**src/rtl/multicycle_control.sv**
```systemverilog
// -----------------------------------------------------------------------------
// multicycle_control
//
// Control FSM for the multicycle single-issue 32-bit datapath. It sequences
// fetch, decode, execute, memory access and writeback. It drives the PC, IR,
// register-file, ALU, memory and immediate-extender select lines. It also
// waits on a memory-ready handshake, with an optional timeout.
//
// Parameters:
//   OPW          opcode field width
//   MEM_TIMEOUT  max wait cycles on mem_ready before abort (0 = never abort)
//
// Optional build macro:
//   ILLEGAL_TRAP_EN  unknown opcodes enter a TRAP state, which only reset can
//                    leave. This also adds the illegal_op output port.
//
// Ports:
//   clock          system clock, rising edge
//   reset_n        synchronous active-low reset
//   opcode         IR[31:26], valid from DECODE onward
//   zero           ALU zero flag
//   mem_ready      memory completes the current read/write this cycle
//   pc_write       unconditional PC load enable
//   pc_write_cond  PC load when zero=1 (branch)
//   pc_src         00 ALU result, 01 ALUOut, 10 jump target
//   ir_write       IR load enable
//   mem_read       memory read request
//   mem_write      memory write request
//   i_or_d         0 address=PC, 1 address=ALUOut
//   reg_write      register file write enable
//   reg_dst        0 rt, 1 rd
//   mem_to_reg     0 ALUOut, 1 MDR
//   alu_src_a      0 PC, 1 register A
//   alu_src_b      00 B, 01 const 4, 10 ext imm, 11 ext imm<<2
//   alu_op         00 add, 01 sub, 10 funct-decoded, 11 logical-imm
//   ext_signed     1 sign-extend, 0 zero-extend immediate
//   busy           high in every state except FETCH
//   timeout_err    one-cycle pulse on memory timeout abort
//   illegal_op     (ILLEGAL_TRAP_EN only) high while in TRAP
// -----------------------------------------------------------------------------
module multicycle_control #(
  parameter int OPW         = 6,
  parameter int MEM_TIMEOUT = 15
) (
  input  logic           clock,
  input  logic           reset_n,
  input  logic [OPW-1:0] opcode,
  input  logic           zero,
  input  logic           mem_ready,
  output logic           pc_write,
  output logic           pc_write_cond,
  output logic [1:0]     pc_src,
  output logic           ir_write,
  output logic           mem_read,
  output logic           mem_write,
  output logic           i_or_d,
  output logic           reg_write,
  output logic           reg_dst,
  output logic           mem_to_reg,
  output logic           alu_src_a,
  output logic [1:0]     alu_src_b,
  output logic [1:0]     alu_op,
  output logic           ext_signed,
  output logic           busy,
  output logic           timeout_err
`ifdef ILLEGAL_TRAP_EN
  ,
  output logic           illegal_op
`endif
);

  localparam logic [OPW-1:0] OP_R    = OPW'(6'b000000);
  localparam logic [OPW-1:0] OP_LW   = OPW'(6'b100011);
  localparam logic [OPW-1:0] OP_SW   = OPW'(6'b101011);
  localparam logic [OPW-1:0] OP_BEQ  = OPW'(6'b000100);
  localparam logic [OPW-1:0] OP_ADDI = OPW'(6'b001000);
  localparam logic [OPW-1:0] OP_ANDI = OPW'(6'b001100);
  localparam logic [OPW-1:0] OP_ORI  = OPW'(6'b001101);
  localparam logic [OPW-1:0] OP_J    = OPW'(6'b000010);

  // The wait counter only has to reach MEM_TIMEOUT-1. The abort is decided
  // in the MEM_TIMEOUT-th consecutive wait cycle.
  localparam bit          TIMEOUT_ON = (MEM_TIMEOUT > 0);
  localparam int          CW         = (MEM_TIMEOUT > 1) ? $clog2(MEM_TIMEOUT) : 1;
  localparam logic [CW-1:0] LIMIT    = CW'((MEM_TIMEOUT > 0) ? MEM_TIMEOUT - 1 : 0);

  typedef enum logic [3:0] {
    S_FETCH, S_DECODE, S_MEMADR, S_MEMRD, S_MEMWR, S_LW_WB, S_EXEC_R,
    S_R_WB, S_EXEC_I, S_I_WB, S_BRANCH, S_JUMP, S_TRAP
  } state_t;

  state_t        state_reg, state_next;
  logic [CW-1:0] wait_reg, wait_next;
  // The abort cycle is spent in FETCH with this flag set. Every enable is
  // suppressed during that cycle, and the fetch is retried on the next cycle.
  logic          timeout_reg, timeout_next;
  logic          mem_waiting;
  logic          imm_signed;

  // The zero flag gates pc_write_cond in the datapath and is not needed here.
  logic unused_inputs;
  assign unused_inputs = zero;

  assign mem_waiting = !mem_ready && !timeout_reg &&
                       (state_reg inside {S_FETCH, S_MEMRD, S_MEMWR});
  // ADDI sign-extends. ANDI/ORI zero-extend and use the logical-imm ALU op.
  assign imm_signed  = (opcode == OP_ADDI);

  always_ff @(posedge clock) begin
    if (!reset_n) begin
      state_reg   <= S_FETCH;
      wait_reg    <= '0;
      timeout_reg <= 1'b0;
    end else begin
      state_reg   <= state_next;
      wait_reg    <= wait_next;
      timeout_reg <= timeout_next;
    end
  end

  always_comb begin
    state_next   = state_reg;
    wait_next    = '0;
    timeout_next = 1'b0;
    case (state_reg)
      S_FETCH:  if (!timeout_reg && mem_ready) state_next = S_DECODE;
      S_DECODE: begin
        case (opcode)
          OP_LW, OP_SW:             state_next = S_MEMADR;
          OP_R:                     state_next = S_EXEC_R;
          OP_BEQ:                   state_next = S_BRANCH;
          OP_ADDI, OP_ANDI, OP_ORI: state_next = S_EXEC_I;
          OP_J:                     state_next = S_JUMP;
`ifdef ILLEGAL_TRAP_EN
          default:                  state_next = S_TRAP;
`else
          default:                  state_next = S_FETCH;
`endif
        endcase
      end
      S_MEMADR: state_next = (opcode == OP_SW) ? S_MEMWR : S_MEMRD;
      S_MEMRD:  if (mem_ready) state_next = S_LW_WB;
      S_MEMWR:  if (mem_ready) state_next = S_FETCH;
      S_EXEC_R: state_next = S_R_WB;
      S_EXEC_I: state_next = S_I_WB;
`ifdef ILLEGAL_TRAP_EN
      S_TRAP:   state_next = S_TRAP;
`endif
      default:  state_next = S_FETCH;
    endcase

    // A mem_ready that arrives in the limit cycle keeps mem_waiting low, so
    // the normal transition above wins.
    if (mem_waiting && TIMEOUT_ON) begin
      if (wait_reg == LIMIT) begin
        state_next   = S_FETCH;
        timeout_next = 1'b1;
      end else begin
        wait_next = wait_reg + 1'b1;
      end
    end
  end

  // Moore decode from the state register. pc_write in FETCH follows
  // mem_ready, and the request lines stay up through wait cycles.
  // Outputs are forced low whenever reset_n is low.
  always_comb begin
    pc_write      = 1'b0;
    pc_write_cond = 1'b0;
    pc_src        = 2'b00;
    ir_write      = 1'b0;
    mem_read      = 1'b0;
    mem_write     = 1'b0;
    i_or_d        = 1'b0;
    reg_write     = 1'b0;
    reg_dst       = 1'b0;
    mem_to_reg    = 1'b0;
    alu_src_a     = 1'b0;
    alu_src_b     = 2'b00;
    alu_op        = 2'b00;
    ext_signed    = 1'b0;
    busy          = 1'b0;
    timeout_err   = 1'b0;
`ifdef ILLEGAL_TRAP_EN
    illegal_op    = 1'b0;
`endif
    if (reset_n) begin
      if (timeout_reg) begin
        timeout_err = 1'b1;
      end else begin
        busy = (state_reg != S_FETCH);
        case (state_reg)
          S_FETCH: begin
            mem_read  = 1'b1;
            ir_write  = 1'b1;
            alu_src_b = 2'b01;
            pc_write  = mem_ready;
          end
          S_DECODE: begin
            alu_src_b  = 2'b11;
            ext_signed = 1'b1;
          end
          S_MEMADR: begin
            alu_src_a  = 1'b1;
            alu_src_b  = 2'b10;
            ext_signed = 1'b1;
          end
          S_MEMRD: begin
            mem_read = 1'b1;
            i_or_d   = 1'b1;
          end
          S_MEMWR: begin
            mem_write = 1'b1;
            i_or_d    = 1'b1;
          end
          S_LW_WB: begin
            reg_write  = 1'b1;
            mem_to_reg = 1'b1;
          end
          S_EXEC_R: begin
            alu_src_a = 1'b1;
            alu_op    = 2'b10;
          end
          S_R_WB: begin
            reg_write = 1'b1;
            reg_dst   = 1'b1;
          end
          S_EXEC_I: begin
            alu_src_a  = 1'b1;
            alu_src_b  = 2'b10;
            ext_signed = imm_signed;
            alu_op     = imm_signed ? 2'b00 : 2'b11;
          end
          S_I_WB: begin
            reg_write  = 1'b1;
            ext_signed = imm_signed;
            alu_op     = imm_signed ? 2'b00 : 2'b11;
          end
          S_BRANCH: begin
            alu_src_a     = 1'b1;
            alu_op        = 2'b01;
            pc_write_cond = 1'b1;
            pc_src        = 2'b01;
          end
          S_JUMP: begin
            pc_write = 1'b1;
            pc_src   = 2'b10;
          end
          S_TRAP: begin
`ifdef ILLEGAL_TRAP_EN
            illegal_op = 1'b1;
`endif
          end
          default: ;
        endcase
      end
    end
  end

endmodule

```
**config.mk**
```make
export PLATFORM = sky130hd
export DESIGN_NAME = multicycle_control
export DESIGN_NICKNAME = d
export VERILOG_FILES = /design/src/rtl/multicycle_control.sv
export SDC_FILE = /design/constraint.sdc
export NUM_CORES = 1
export LEC_CHECK = 0
export ABC_AREA = 1
export CAP_MARGIN = 20
export CORE_ASPECT_RATIO = 0.8
export CORE_MARGIN = 2
export CORE_UTILIZATION = 47
export DETAILED_ROUTE_END_ITERATION = 8
export PLACE_DENSITY = 0.83
export SKIP_CTS_REPAIR_TIMING = 1
export SYNTH_ARGS = -nofsm -noshare
export SYNTH_HDL_FRONTEND = slang
export SYNTH_SLANG_ARGS = --single-unit
```
**constraint.sdc**
```tcl
create_clock -name clock -period 2.1 [get_ports clock]
set_input_delay 0.42 -clock clock [delete_from_list [all_inputs] [get_ports clock]]
set_output_delay 0.42 -clock clock [all_outputs]
set_load 0.01 [all_outputs]
```
==> flow_metrics.tcl, run 1 <==
set metrics [dict create \
    dpl.hpwl_microns 1900 \
    drtAntennaViolNets 0 \
    worstPathMaxFanout 2 \
    skew_ns 0.00114 \
    fin_area_sq_mm 0.00131 \
    antenna_found_initial 0 \
    clockBufferDepth 2 \
    gp_congestion 0.910 \
    combinationalPowerShare_pct 30.4 \
    io-pin-count 29 \
    totalWireLength_microns 2390 \
    port_buffers 27 \
    first_iter_violations 43 \
    leakage_nw 0.881 \
    core-area_sq_mm 0.00163 \
    diodes 0 \
    r2r-start "state_reg[3]" \
    grt_max_degree 14 \
    critical_path_class "in -> out" \
    min_path_type "reg -> reg" \
    arrival_ns 1.57 \
    vias 1066 \
    setup.worst_path.end_class "output pin" \
    max-vdd-ir-drop_uv 458 \
    min_from "wait_reg[0]" \
    slew_headroom_pct 82.9 \
    initial_core_util_pct 49.9 \
    drive_gt1_share_pct 25.5 \
    drv_slew 0 \
    path_cells "clkdlybuf4s50_1 -> nand2_1 -> inv_1 -> clkdlybuf4s50_1" \
    cpMostUsedCell "clkdlybuf4s50_1" \
    die_area_sq_mm 0.00208 \
    synth_largest_type_area_fraction_pct 22.2 \
    setup_ws_ns 0.111 \
    ff2ff_path_depth 9 \
    drcViolationCount 0 \
    min_path_cells 1 \
    crit_path_start "reset_n" \
    die_w_microns 50.5 \
    synth_warnings 0 \
    hold_end "wait_reg[0]" \
    ys_ff_latch 9 \
    cts_buffers 3 \
    syn_to_final_growth_pct 61.5 \
    yosys-top-cells-area "dfxtp_1, nand2_1, nor2_1, inv_1, nor2_2" \
    worstMarginPinSlew_ns 0.256 \
    cp-start-kind "input pin" \
    cts_tree "built" \
    hold_viol 0 \
    stdcell_count 210 \
    clkTransAtPathRegs_ns 0.06 \
    synth_ff_type "dfxtp_1" \
    ff2ff_setup_slack_ns 0.77 \
    setup_viol_count_final 0 \
    critPathSlowestCell "clkdlybuf4s50_1" \
    cap_violations 0 \
    insertion_delay_ns 0.26 \
    seq_area_frac_synth_pct 22.2 \
    die_h_microns 41.2 \
    synth_cells 143 \
    synth_common_cells "nand2_1, nor2_1, inv_1" \
    min_period_ns 1.99 \
    vias_per_cell 5.08 \
    grt.overflow.total 0 \
    fin_nets 201 \
    p_seq_share_pct 40.4 \
    cts-root-buf "clkbuf_4" \
    power.density_mw_per_mm2 344 \
    critPathMaxStageDelay_ns 0.54 \
    r2r_end "state_reg[2]" \
    rows 13 \
    cts.htree.levels 1 \
    critical_path_buf_inv_count 3 \
    synth_edf_count 0 \
    clkPwrFrac_pct 29.2 \
    syn_avg_cell_area_sq_um 5.68 \
    synthArstFlopShare_pct 0 \
    p_int_w 0.000316 \
    synth_cell_types 24 \
    critical_path_required_ns 1.68 \
    switchingPower_w 0.000134 \
    holdWs_ns 0.468 \
    cts_sinks 9 \
    fin_crit_sh_pct 94.7 \
    outcome "completed" \
    wl_per_cell_microns 11.4 \
    first_pass_iters 4 \
    fmax_mhz 503 \
    yosysTopAreaCell "dfxtp_1" \
    synth_area_sq_um 812 \
    dp_cells 206 \
    grt_pass1_vias 894 \
    syn_nets 155 \
    rsz0062_at_grt "no" \
    place_area_sq_mm 0.00122 \
    cpLargestDelayFamily "buffers and inverters" \
    switching_share_pct 29.8 \
    grt_pass1_wl_microns 3680 \
    dp_worst_setup_slack_ns -0.306 \
    gr-usage-all-layers_pct 23.4 \
]
## area by class of cell
| cell class | instances | area [sq um] |
|---|---|---|
| clock buffer | 4 | 26.3 |
| fill | 122 | 315 |
| inverter | 25 | 96.3 |
| multi-input combinational | 107 | 549 |
| sequential | 9 | 184 |
| tap | 22 | 27.5 |
| timing repair buffer | 43 | 428 |
## stage by stage
step	power, W	TNS, ns	util [%]
detailed placement	0.000319	-4.23	74.9
floorplan	0.000246	0	-
global route	0.000476	0	80.6
CTS	0.000450	-4.39	76.5
global placement	0.000315	-3.89	74.9
finish	0.000451	0	80.6
## layout by cell type, fill, tap and decap left out
cell type	count
clkbuf_4	3
ha_1	2
dlymetal6s2s_1	17
nor3_1	4
nand3_2	2
xnor2_1	1
dfxtp_1	6
a21oi_2	1
nor2_4	2
buf_4	16
nand3_1	10
o211ai_1	1
clkbuf_2	1
inv_1	18
nor2_1	26
clkbuf_1	1
o21ai_1	1
inv_4	1
a211oi_1	2
inv_2	6
nand3b_1	1
dfxtp_2	3
a21oi_1	7
clkdlybuf4s50_1	9
xor2_1	1
o21ai_0	3
nand2_1	29
nand4_1	1
nor2_2	10
nand4_2	1
nand2_2	2
## logic make-up (layout without fill, tap and decap cells)
kind of cell	Yosys count	count (layout)	synth area share [%]
xor+xnor	2	2	2.16
buf+inv	27	72	12.9
fa+ha+maj	2	2	3.08
compound gates	15	15	10.6
flops	9	9	22.2
simple gates	88	88	49.0
## worst max path at each step
stage                        to  slack, ns  depth (start not counted)
finish              timeout_err       0.11                          4
CTS                  ext_signed      -0.32                          8
global placement      alu_op[1]      -0.28                          6
floorplan             pc_src[0]       0.41                          6
detailed placement   ext_signed      -0.31                          8
global route         ext_signed       0.01                          8
## power groups by stage
stage | combinational, W | sequential (W) | clock (W)
after detailed placement | 0.000134 | 0.000185 | 0
after floorplan | 0.0000626 | 0.000184 | 0
final | 0.000137 | 0.000182 | 0.000132
after CTS | 0.000135 | 0.000181 | 0.000134
after global placement | 0.000130 | 0.000185 | 0
after global routing | 0.000152 | 0.000182 | 0.000142
## layer usage
metal / up-vias / GRT usage [%] / part of all wire (%)
met2: 39 / 41.8 / 46
li1: 541 / - / -
met1: 482 / 31.3 / 47
met3: 4 / 2.55 / 5.3
met5: - / 0 / 0
met4: 0 / 5.41 / 1.3
No activity file was read; power rests on OpenSTA's default activity.
==> run 2, diff against run 1 <==
--- a/config.mk
+++ b/config.mk
@@ -13,6 +13,7 @@
 export DETAILED_ROUTE_END_ITERATION = 8
 export PLACE_DENSITY = 0.83
 export SKIP_CTS_REPAIR_TIMING = 1
+export SLEW_MARGIN = 20
 export SYNTH_ARGS = -nofsm -noshare
 export SYNTH_HDL_FRONTEND = slang
 export SYNTH_SLANG_ARGS = --single-unit
==> results of run 2 <==
The final DEF is identical to that of run 1; final timing and power are the same.
